File: config.mk
export PLATFORM = sky130hd
export DESIGN_NAME = piso_tx
export DESIGN_NICKNAME = d
export VERILOG_FILES = /design/src/rtl/piso_tx.sv
export SDC_FILE = /design/constraint.sdc
export NUM_CORES = 1
export LEC_CHECK = 0
export CORE_AREA = 2 2 39 41
export CTS_CLUSTER_SIZE = 14
export DETAILED_ROUTE_END_ITERATION = 10
export DIE_AREA = 0 0 41 43
export PLACE_DENSITY = 0.63
export SYNTH_ARGS = -nofsm -noshare
export SYNTH_HDL_FRONTEND = slang
export SYNTH_SLANG_ARGS = --single-unit
File: constraint.sdc
create_clock -name clk -period 1.7 [get_ports clk]
set_input_delay 0.34 -clock clk [delete_from_list [all_inputs] [get_ports clk]]
set_output_delay 0.34 -clock clk [all_outputs]
set_load 0.03 [all_outputs]
File: src/rtl/piso_tx.sv
// piso_tx: valid/ready parallel-in, MSB-first serial-out transmitter with frame markers.
// Define PISO_TX_PARITY_EN to append an even-parity bit after each word.
module piso_tx #(
  parameter int WIDTH = 4
) (
  input  logic             clk,
  input  logic             reset,
  input  logic [WIDTH-1:0] d,
  input  logic             in_valid,
  output logic             in_ready,
  output logic             sout,
  output logic             sout_valid,
  output logic             sout_first,
  output logic             sout_last
);

  localparam int CW = $clog2(WIDTH);
  localparam logic [CW-1:0] LAST = CW'(WIDTH - 1);

`ifdef PISO_TX_PARITY_EN
  typedef enum logic [1:0] {IDLE, SHIFT, PAR} state_t;
`else
  typedef enum logic {IDLE, SHIFT} state_t;
`endif

  state_t           state;
  logic [WIDTH-1:0] sreg;
  logic [CW-1:0]    cnt;
  logic             at_last;
  logic             fin;
  logic             accept;

  assign at_last = (state == SHIFT) && (cnt == LAST);

`ifdef PISO_TX_PARITY_EN
  logic par;

  assign fin  = (state == PAR);
  assign sout = (state == SHIFT) ? sreg[WIDTH-1] :
                (state == PAR)   ? par : 1'b0;
  assign sout_valid = (state == SHIFT) || (state == PAR);
`else
  assign fin  = at_last;
  assign sout = (state == SHIFT) ? sreg[WIDTH-1] : 1'b0;
  assign sout_valid = (state == SHIFT);
`endif

  // Ready on the final frame bit lets frames run back to back.
  assign in_ready   = !reset && ((state == IDLE) || fin);
  assign accept     = in_valid && in_ready;
  assign sout_first = (state == SHIFT) && (cnt == '0);
  assign sout_last  = fin;

  always_ff @(posedge clk) begin
    if (reset) begin
      state <= IDLE;
      sreg  <= '0;
      cnt   <= '0;
`ifdef PISO_TX_PARITY_EN
      par   <= 1'b0;
`endif
    end else if (accept) begin
      state <= SHIFT;
      sreg  <= d;
      cnt   <= '0;
`ifdef PISO_TX_PARITY_EN
      par   <= ^d;
`endif
    end else begin
      unique case (state)
        IDLE: ;
        SHIFT: begin
          if (at_last) begin
`ifdef PISO_TX_PARITY_EN
            state <= PAR;
`else
            state <= IDLE;
`endif
          end else begin
            sreg <= sreg << 1;
            cnt  <= cnt + 1'b1;
          end
        end
`ifdef PISO_TX_PARITY_EN
        PAR: state <= IDLE;
`endif
        default: state <= IDLE;
      endcase
    end
  end

endmodule

# Yosys cells after proc, flatten, opt, wreduce, memory -nomap -nowiden
# Index checks and enable logic that the tools add are counted.
# totals
reg_bits	7
word_cells	26
out_inout_bits	5
# classes
addsub	1
eq_ne	2
mux	7
n_reduce_logical	11
n_bitwise	2
# ops
op	count
two-way mux 4 bit	3
logical AND 1 bit	4
two-way mux 1 bit	4
AND reduction 2 bit	2
adder 2 x 1 -> 2 bit, second input constant	1
== test 2 bit, second input constant	1
zero test 2 bit	1
inequality test 2 x 1 -> 1 bit, second input constant	1
NOT 1 bit	2
nonzero test 2 bit	1
OR reduction 2 bit	1
zero test 1 bit	1
logical OR 1 bit	1

# Longest topological paths before layout
# depth
depth_word	7
depth_mapped	5

# Worst setup path after synthesis
# No wires, ideal clock.
# synth_path
path_type	register to output
from	reg state (netlist: sout_valid)
to	out in_ready
slack_ps	355
path_stages_with_launch	3
arrival_ps	1005
cell_sequence	dfxtp_1 -> nor2b_4 -> nor2_1
# synth_between
elab_chain_cells	3
elab_cells_between_ends	4
# synth_rtl
element	line_no	source
start: declaration	26	state_t state;
start signal: assignment	56	state <= IDLE;
start signal: assignment	63	state <= SHIFT;
start signal: assignment	77	state <= IDLE;
logical AND 1 bit / NOT 1 bit (equally long branches)	33, 49	
logical OR 1 bit (*)	49	assign in_ready = !reset && ((state == IDLE) || fin);
logical AND 1 bit (*)	49	
end: declaration	10	output logic in_ready,
# Every way passes the cells marked *; elsewhere a longest branch is shown, timed or not.

# Worst setup path after layout
# layout_path
from	reg cnt[0]
to	out in_ready
# layout_between
elab_chain_cells	4
# layout_rtl
element	line_no	source
start: declaration	28	logic [CW-1:0] cnt;
start signal: assignment	81	cnt <= cnt + 1'b1;
== test 2 bit	33	assign at_last = (state == SHIFT) && (cnt == LAST);
logical AND 1 bit	33	
logical OR 1 bit	49	
logical AND 1 bit	49	
# Every way passes these cells.

==> impl_summary.md <==
Timing
Setup repair after global routing left no endpoint under its margin. The count of final max-slew check failures is 0. For the final database, setup skew stands at about 0.0029 ns.

Headroom to the max-slew limit came out at 76.8%. The slew of the pin with the lowest slew margin is roughly 0.35 ns. Setup violations remaining at the end of the flow were counted as 0. On the final layout, the worst hold slack is around 0.49 ns. The timing-limited maximum frequency is around 0.66 GHz.

The number of failing hold endpoints at the final stage came to 0. Once routing completed, OpenROAD measured the worst setup slack at 0.182 ns. The worst path in the final design needs a cycle of 1.52 ns, including I/O delays and setup. The post-route clock period utilization is 89.3%. The final total negative setup slack is 0 ns.

Cells and area
The fraction of final layout cells with drive strength greater than 1 is between 20% and 30%. Leaving out fill and tap cells, the most frequent cells in the layout are 7 x nor2_1, 7 x dfxtp_1, 6 x clkdlybuf4s50_1, 5 x mux2i_1. The repair_antennas step left the layout with diodes totalling 0.

Compared with the post-synthesis result, the final layout area differs by 36.1%. In the final design database the tool counted 62 nets.

Detailed routing
The number of iterations in the first detailed-routing pass is 3. The final routed wire length divided by cell count is 8.75 um. In this run, the number of DRC markers left after iteration 0 of detailed routing was 6. The total DRC errors in the routed layout is 0. The remaining antenna violation count after routing is 0. Dividing the detail-routed via count by the number of cells gives ~4.2.

The routed layout has around 290 vias. The routed design has 595 um of wire.

Setup path
For this design, the slowest cell found on the critical path is dfxtp_1. STA puts the critical path data arrival time at roughly 1.2 ns. The highest fanout seen on the critical path is 5. The kind of critical path is register to output port.

The data required time of the critical path is between 1 and 1.5 ns. The largest single stage delay on the critical path is 0.32 ns. The type of element capturing the critical path is an output port. Walking the worst path, the cells encountered are ha_1, nor2b_4, nor2_1, buf_4. The kind of start point of the critical path is a register.

Synthesis
The cell count after synthesis is 39. The unique cell type count in the Yosys netlist is 17. In the post-synthesis netlist, the biggest area contributors are dfxtp_1 38%, mux2i_1 14%, nor2_1 7.2%.

The register bit count reported by yosys is 7. The cell type with the highest aggregate area in the netlist is dfxtp_1. Yosys printed 0 warnings. The post-synthesis cell area is about 360 sq um. The sequential share of the synthesized area is 38.5%. The synthesized net count is between 40 and 50. In this run the mean area of a mapped cell was 9.34 sq um.

In this run the biggest area consumer among cell types represents 38.5% of the synthesized area.

Global route
The maximum number of pins on one net before global-route repair is 8. Global routing used under 10% of the available tracks. The number of antenna violations at the first check in global routing came to 0. The remaining global-route overflow is 0.

The via count of the first global-routing pass is 259. The first global-routing pass estimated 986 um of wire.

Clock network
Clock tree synthesis found a total of 7 sinks. After clock tree synthesis, the setup repair step added 0 buffers. The clock latency at the later pin of the worst-skew pair is 0.24 ns. Counting the buffers created by CTS gives 3. Counting along the longest clock path gives a buffer depth of 2.

For this design, the CTS-stage hold fixing added 0 buffers. CTS built an H-tree with a depth of 1. The clock transition time at the flip-flop clock pins of the worst setup and hold paths is about 0.05 ns.

The TritonCTS clock tree is built. The root cell of the clock tree is clkbuf_4.

Floorplanning
The area of the die is 1760 sq um. The x dimension of the die is a little over 40 um. The total number of placement rows is 14. The floorplan step set the die height to 43 um.

The starting density of the core is 26.3%. The floorplan core area is 1380 sq um. The count of pins on the block boundary is 12.

Power
Overall power consumption after layout is estimated at 407 uW. The areal power density over the cells is 821 nW/um^2. The static leakage power is approximately 0.24 nW. The worst-case IR drop observed on VDD is 0.347 mV.

Min path
In this run the worst hold path is classified as register to register.

Place
During placement, the flow inserted port buffers numbering 11. The worst slack after detailed placement is 0.0270 ns. The final weighted congestion of routability-driven global placement is slightly above 0.7.

Run
The tool flagged a number of max-cap violations equal to 0.

Outcome
The run finished with clean final reports.
==> registers in the layout, summed over array words and instances (netlist names) <==
name and cells:
sout_valid 1, sreg 4, cnt 2
==> stage by stage <==
stage	area, sq um	cells	util, %
after floorplan	364	39	-
after global placement	473	64	34.2
after detailed placement	473	64	34.2
after CTS	498	68	36.0
after global routing	495	68	35.8
final	495	68	35.8
==> cells by family after synthesis <==
family | after synthesis | share of synthesized area, %
simple gates | 16 | 24.7
flops | 7 | 38.5
buf+inv | 5 | 8.59
mux | 5 | 13.7
compound gates | 4 | 7.56
fa+ha+maj | 2 | 6.87
==> power breakdown <==
part	total, mW	switching [mW]	internal [mW]
clock network	0.145	0.0553	0.0892
logic	0.0791	0.0392	0.0400
registers	0.183	0.00661	0.176
==> synth_stat cells <==
library cell and number:
nor2b_1 1, dfxtp_1 7, mux2i_1 5, nor2_1 7, nor3_1 1, inv_1 2
or3_1 1, and2_2 3, nand2b_1 1, buf_4 1, nand2_1 1, a21oi_1 1
a211oi_1 3, clkbuf_2 1, nor2b_4 1, ha_1 2, buf_6 1
==> worst max-delay path: cells and delay by family (launching register included) <==
| family | cells | cell delay (ns) |
|---|---|---|
| buffers and inverters | 1 | 0.16 |
| adder cells (fa/ha/maj) | 1 | 0.24 |
| flip-flops | 1 | 0.32 |
| AND/OR/NAND/NOR | 2 | 0.22 |
==> cell type report <==
class / count / area [sq um]
Timing Repair Buffer: 12 / 109
Multi-Input combinational cell: 27 / 193
Inverter: 2 / 7.51
Tap cell: 16 / 20.0
Sequential cell: 7 / 140
Fill cell: 145 / 888
Clock buffer: 4 / 26.3
==> path summary, 6_finish.rpt <==
kind	cells past startpoint	startpoint	slack, ns	end
worst min-delay path	2	sreg[0]	0.49	sreg[1]
worst max register to register	4	cnt[0]	0.48	cnt[0]
worst min register to register	2	sreg[0]	0.49	sreg[1]
worst max-delay path	4	cnt[0]	0.18	in_ready
==> layer usage <==
layer / global-route usage (%) / up-vias / wire length (um)
met5: 0 / - / 0
met4: 8.00 / 0 / 13
met3: 4.71 / 2 / 39
met2: 13.1 / 8 / 289
met1: 8.41 / 122 / 253
li1: - / 154 / -
==> timing repair <==
action | in CTS | in global routing
gates resized for setup | 3 | 2
setup endpoints to repair | 2 | 2
pin swaps | 0 | 0
No activity file was read; power rests on OpenSTA's default activity.
